$ cat src/rtl/attack_coprocessor.sv
// Attack state machine for one fighter: startup/active/recovery phases, hit detection, damage and knockback.
// Define ATTACK_DAMAGE_SCALING_EN to scale knockback with accumulated damage; otherwise knockback is BASE_KB.
module attack_coprocessor #(
    parameter int TICK_BITS      = 12,
    parameter int STARTUP_TICKS  = 4,
    parameter int ACTIVE_TICKS   = 3,
    parameter int RECOVERY_TICKS = 6,
    parameter int RANGE_X        = 24,
    parameter int RANGE_Y        = 16,
    parameter int BASE_KB        = 64,
    parameter int DMG_PER_HIT    = 8
) (
    input  logic        clock,
    input  logic        reset,
    input  logic [31:0] controller_in,
    input  logic [31:0] own_position,
    input  logic [31:0] opp_position,
    input  logic        damage_clear,
    output logic        attack_out,
    output logic [31:0] knockback_out,
    output logic        hit_pulse,
    output logic [9:0]  damage_out
);

    localparam int PH_W = 8;

    typedef enum logic [1:0] {IDLE, STARTUP, ACTIVE, RECOVERY} state_t;

    function automatic logic [9:0] sat_damage(input logic [9:0] d);
        logic [10:0] s;
        s = {1'b0, d} + 11'(DMG_PER_HIT);
        return (s > 11'd999) ? 10'd999 : s[9:0];
    endfunction

    function automatic logic [16:0] abs17(input logic signed [16:0] v);
        return v[16] ? 17'(-v) : 17'(v);
    endfunction

`ifdef ATTACK_DAMAGE_SCALING_EN
    function automatic logic [15:0] kb_magnitude(input logic [9:0] d);
        logic [17:0] m;
        m = 18'(BASE_KB) + {6'd0, d, 2'b00};
        return (m > 18'h7FFF) ? 16'h7FFF : m[15:0];
    endfunction
`endif

    logic [TICK_BITS-1:0] prescaler;
    logic                 tick;
    state_t               state;
    logic [PH_W-1:0]      phase;
    logic                 hit_done;
    logic                 facing_right;
    logic                 btn_prev;
    logic                 press;
    logic                 phase_end;

    logic signed [16:0]   dx_p0;
    logic signed [16:0]   dy_p0;
    logic                 in_range_p0;
    logic                 dir_ok_p0;
    logic                 vld_p0;
    logic [9:0]           dmg_next_p0;
    logic signed [15:0]   mag_p0;
    logic                 unused_ctrl;

    assign unused_ctrl = ^{controller_in[31:26], controller_in[24:16], controller_in[7:0]};

    // Tick is registered so it lands in the cycle where the prescaler reads zero after wrapping.
    always_ff @(posedge clock or negedge reset) begin
        if (!reset) begin
            prescaler <= '0;
            tick      <= 1'b0;
        end else begin
            prescaler <= prescaler + 1'b1;
            tick      <= &prescaler;
        end
    end

    assign press     = controller_in[25] & ~btn_prev;
    assign phase_end = (phase <= PH_W'(1));

    always_ff @(posedge clock or negedge reset) begin
        if (!reset) begin
            state        <= IDLE;
            phase        <= '0;
            hit_done     <= 1'b0;
            facing_right <= 1'b1;
            btn_prev     <= 1'b0;
        end else begin
            btn_prev <= controller_in[25];
            if (vld_p0)
                hit_done <= 1'b1;
            case (state)
                IDLE: if (press) begin
                    state        <= STARTUP;
                    phase        <= PH_W'(STARTUP_TICKS);
                    facing_right <= controller_in[15];
                    hit_done     <= 1'b0;
                end
                STARTUP: if (tick) begin
                    if (phase_end) begin
                        state <= ACTIVE;
                        phase <= PH_W'(ACTIVE_TICKS);
                    end else
                        phase <= phase - 1'b1;
                end
                ACTIVE: if (tick) begin
                    if (phase_end) begin
                        state <= RECOVERY;
                        phase <= PH_W'(RECOVERY_TICKS);
                    end else
                        phase <= phase - 1'b1;
                end
                RECOVERY: if (tick) begin
                    if (phase_end) begin
                        state <= IDLE;
                        phase <= '0;
                    end else
                        phase <= phase - 1'b1;
                end
                default: state <= IDLE;
            endcase
        end
    end

    assign attack_out = (state != IDLE);

    // Stage p0: hit test against the opponent and next damage/knockback values.
    assign dx_p0       = $signed({1'b0, opp_position[31:16]}) - $signed({1'b0, own_position[31:16]});
    assign dy_p0       = $signed({1'b0, opp_position[15:0]})  - $signed({1'b0, own_position[15:0]});
    assign in_range_p0 = (abs17(dx_p0) <= 17'(RANGE_X)) && (abs17(dy_p0) <= 17'(RANGE_Y));
    assign dir_ok_p0   = facing_right ? ~dx_p0[16] : (dx_p0[16] || (dx_p0 == 17'sd0));
    assign vld_p0      = (state == ACTIVE) && !hit_done && in_range_p0 && dir_ok_p0;
    assign dmg_next_p0 = sat_damage(damage_out);

`ifdef ATTACK_DAMAGE_SCALING_EN
    logic [9:0] dmg_kb_p0;
    // A clear in the hit cycle means the knockback sees a fresh stock.
    assign dmg_kb_p0 = damage_clear ? 10'd0 : dmg_next_p0;
    assign mag_p0    = $signed(kb_magnitude(dmg_kb_p0));
`else
    assign mag_p0    = $signed(16'(BASE_KB));
`endif

    // Stage p1: registered hit outputs.
    always_ff @(posedge clock or negedge reset) begin
        if (!reset) begin
            hit_pulse     <= 1'b0;
            damage_out    <= '0;
            knockback_out <= '0;
        end else begin
            hit_pulse <= vld_p0;
            if (damage_clear)
                damage_out <= '0;
            else if (vld_p0)
                damage_out <= dmg_next_p0;
            if (vld_p0)
                knockback_out <= {(facing_right ? mag_p0 : -mag_p0), {1'b0, mag_p0[15:1]}};
        end
    end

endmodule

$ cat config.mk
export PLATFORM = sky130hd
export DESIGN_NAME = attack_coprocessor
export DESIGN_NICKNAME = d
export VERILOG_FILES = /design/src/rtl/attack_coprocessor.sv
export SDC_FILE = /design/constraint.sdc
export NUM_CORES = 1
export LEC_CHECK = 0
export CAP_MARGIN = 30
export CELL_PAD_IN_SITES_DETAIL_PLACEMENT = 0
export CELL_PAD_IN_SITES_GLOBAL_PLACEMENT = 1
export CORE_AREA = 4 4 131 120
export CTS_CLUSTER_DIAMETER = 50
export CTS_CLUSTER_SIZE = 10
export DETAILED_ROUTE_END_ITERATION = 6
export DIE_AREA = 0 0 135 124
export PLACE_DENSITY = 0.95
export SETUP_SLACK_MARGIN = 0.3
export SLEW_MARGIN = 10
export SYNTH_ARGS = -nofsm -noshare
export SYNTH_HDL_FRONTEND = slang
export SYNTH_SLANG_ARGS = --single-unit
$ cat constraint.sdc
create_clock -name clock -period 5.3 [get_ports clock]
set_clock_uncertainty 0.1 [all_clocks]
set_input_delay 0.795 -clock clock [delete_from_list [all_inputs] [get_ports clock]]
set_output_delay 0.795 -clock clock [all_outputs]
set_load 0.1 [all_outputs]
==> results.cfg, run 1 <==
[layout]
seqCellArea_um2 = 927.1
multiInputGateArea_um2 = 4123
diodes = 0
layout.cells.most_common = clkdlybuf4s50_1
fill_cells = 1400
nets = 940
area_delta_synth_final_pct = 20.90
finish.utilization = 0.4607
final_cell_mix = 90 x clkdlybuf4s50_1, 61 x nor2_1, 53 x inv_1, 45 x nand2_1, 41 x ha_1
drive_above_1_share = 0.08772

[detailed_routing]
drc_errors = 0
avgViaCountPerCell = 5.408
post_drt_wl_per_cell_um = 13.27
postRouteAntennaNets = 0
first_iter_violations = 378
drt-total-wl_mm = 13.22
firstDrtPassIters = 4
num_vias = 5386

[timing]
worst_pin_slew_ns = 0.9855
fin_tns_setup_ns = 0
hold_violations = 0
setup_violations = 0
slew_headroom = 0.3409
rsz0062_at_grt = no
fmax_mhz = 210.5
fin_crit_sh = 0.8964
slew_violations = 0
period_needed_ns = 4.751

[yosys]
yosys.area.top_type = dfrtp_1
yosys.area.top_type_share = 0.1636
synth_edf_count = 0
async_flop_share = 1.000
postSynthCellCount = 724
synth_ff_type = dfrtp_1
synthTopCellsByArea = dfrtp_1 16%, ha_1 9.3%, buf_4 4.5%
avgSynthCellArea_um2 = 7.606
yosysUniqueCellTypes = 94
ys.warnings.count = 0
ys_ff_latch = 37
syn-cell-area_um2 = 5507
yosysSeqAreaShare = 0.1684

[power]
p_leak_nw = 2.867
p_per_area_nw_per_um2 = 180.3
vdd_drop_max_v = 0.0001498

[clock_network]
clock_sinks = 37
cts_buffers = 5
clkTransAtPathRegs_ns = 0.05
clkLatencyLatePin_ns = 0.28
clock_path_buffers = 2
htree_levels = 2
clockRootBuffer = clkbuf_16
cts_tree = yes

[die]
core_area_um2 = 14450
die-width_um = 135
rows = 42
die_h_um = 124
dieArea_um2 = 16740
io_pins = 143
initial_core_util = 0.3810

[worst_setup_path]
critical_path_class = input pin to register
r2r_end = hit_pulse
cpMaxStageDelayCell = or4_1
worst_setup_path_start_kind = input pin
timing.critical_path.to = hit_pulse
rr_worst_depth = 9
arrival_ns = 4.83
required_ns = 5.38
r2r_slack_ns = 2.25
crit_fanout = 5
cp_common_cell = or4_1
crit-reg2reg-launch = state[0]
cp-end-kind = register
cp_cell_sequence = clkdlybuf4s50_1 > inv_1 > ha_1 > fa_1 > nor2b_1 > o22ai_1 > xnor2_1 > nor3_2 > nand2_1 > buf_4 > nor2_1 > a211o_1 > or4_1 > or4_1 > a221o_1 > nor4b_2
max_stage_delay_ns = 0.50
cp-startpoint = opp_position[0]

[grt]
grt_start_max_net_pins = 38
grt_use_total = 0.1528
antenna_found_initial = 0
grt_pass1_vias = 4881
grt_pass1_wl_mm = 22.13
overflow = 0

[placed_design]
dp_hpwl_mm = 10.58
numPortBuffers = 91
place_congestion = 0.8661

[status]
status = finished clean

[min_path]
hold_class = register to register

[flow_run]
drv_cap = 0
[routing by layer]
metal | track usage | vias up | wire [µm]
met5 | 0 | - | 0
met1 | 0.2217 | 2471 | 6527
met4 | 0.03023 | 0 | 116
met2 | 0.2475 | 128 | 5880
met3 | 0.01656 | 11 | 695
li1 | - | 2776 | -
[area by class of cell]
class | instances | area share
repair buffers | 106 | 0.1530
multi-input cells | 595 | 0.6192
clock buffers | 7 | 0.02142
inverters | 53 | 0.02988
well taps | 198 | 0.03721
flip-flops and latches | 37 | 0.1393
[cell usage after synthesis, types with 10 or more instances]
cell type / number
nand2b_1: 11
and3_1: 22
inv_1: 53
o21ai_0: 26
nor4_1: 14
dfrtp_1: 36
nor2_1: 61
a21oi_1: 41
nand2_1: 45
buf_4: 33
xnor2_1: 18
ha_1: 41
clkbuf_1: 14
nand3_1: 35
xor2_1: 14
a21o_1: 10
or2_2: 10
nor3_1: 34
[sequential cells by signal (all words and copies together), names as in the netlist]
signal and flops:
facing_right 1, phase 8, prescaler 12, btn_prev 1, hit_pulse 1, knockback_out 2
tick 1, state 2, hit_done 1, damage_out 8
[repair_timing]
action                     CTS  global route
gates resized for setup      0             8
setup endpoints to repair    0            12
buffers inserted             0             2
hold buffers                 0             0
[critical path, delay by kind of cell]
| kind | cells | cell delay [ns] |
|---|---|---|
| buf+inv | 3 | 0.63 |
| xor+xnor | 1 | 0.34 |
| simple gates | 7 | 1.72 |
| compound gates | 3 | 0.72 |
| fa+ha+maj | 2 | 0.61 |
[cells by family after synthesis]
group,after synthesis,share of synthesized area
buffers and inverters,112,0.1025
DFF,37,0.1684
other,1,0.0006810
adders and majority gates,43,0.1004
and+or+nand+nor,295,0.2986
muxes,13,0.02454
AOI/OAI and AO/OA,191,0.2540
xor gates and xnor gates,32,0.05090
[power by group]
| group | internal (mW) | switching [mW] |
|---|---|---|
| registers | 0.284 | 0.00105 |
| clock network | 0.185 | 0.108 |
| logic | 0.241 | 0.382 |
| total | 0.710 | 0.491 |
[worst min-delay path by stage]
stage	to	slack, ns	depth (start not counted)	from
2_1_floorplan	prescaler[11]	0.34	1	prescaler[11]
3_3_place_gp	prescaler[10]	0.36	1	prescaler[10]
3_5_place_dp	prescaler[11]	0.36	1	prescaler[11]
4_1_cts	prescaler[10]	0.37	1	prescaler[10]
5_1_grt	prescaler[10]	0.38	1	prescaler[10]
6_report	prescaler[10]	0.37	1	prescaler[10]
[stage by stage]
step / total power [mW] / std cells / hold slack (ns) / worst slack [ns] / cell area, µm²
floorplan: 0.7591 / 744 / 0.3376 / 0.9457 / 5582
global placement: 0.8944 / 987 / 0.3554 / 0.1148 / 6467
detailed placement: 0.8979 / 987 / 0.3576 / 0.07108 / 6467
CTS: 1.191 / 994 / 0.3702 / 0.3611 / 6610
global route: 1.283 / 996 / 0.3832 / 0.3032 / 6658
finish: 1.201 / 996 / 0.3705 / 0.5493 / 6658
Power figures use the tool's default switching activity.
==> run 2: changes to the inputs <==
- CTS_CLUSTER_SIZE: 10 -> 25
==> results of run 2 <==
Final layout, timing and power as in run 1 (identical DEF).
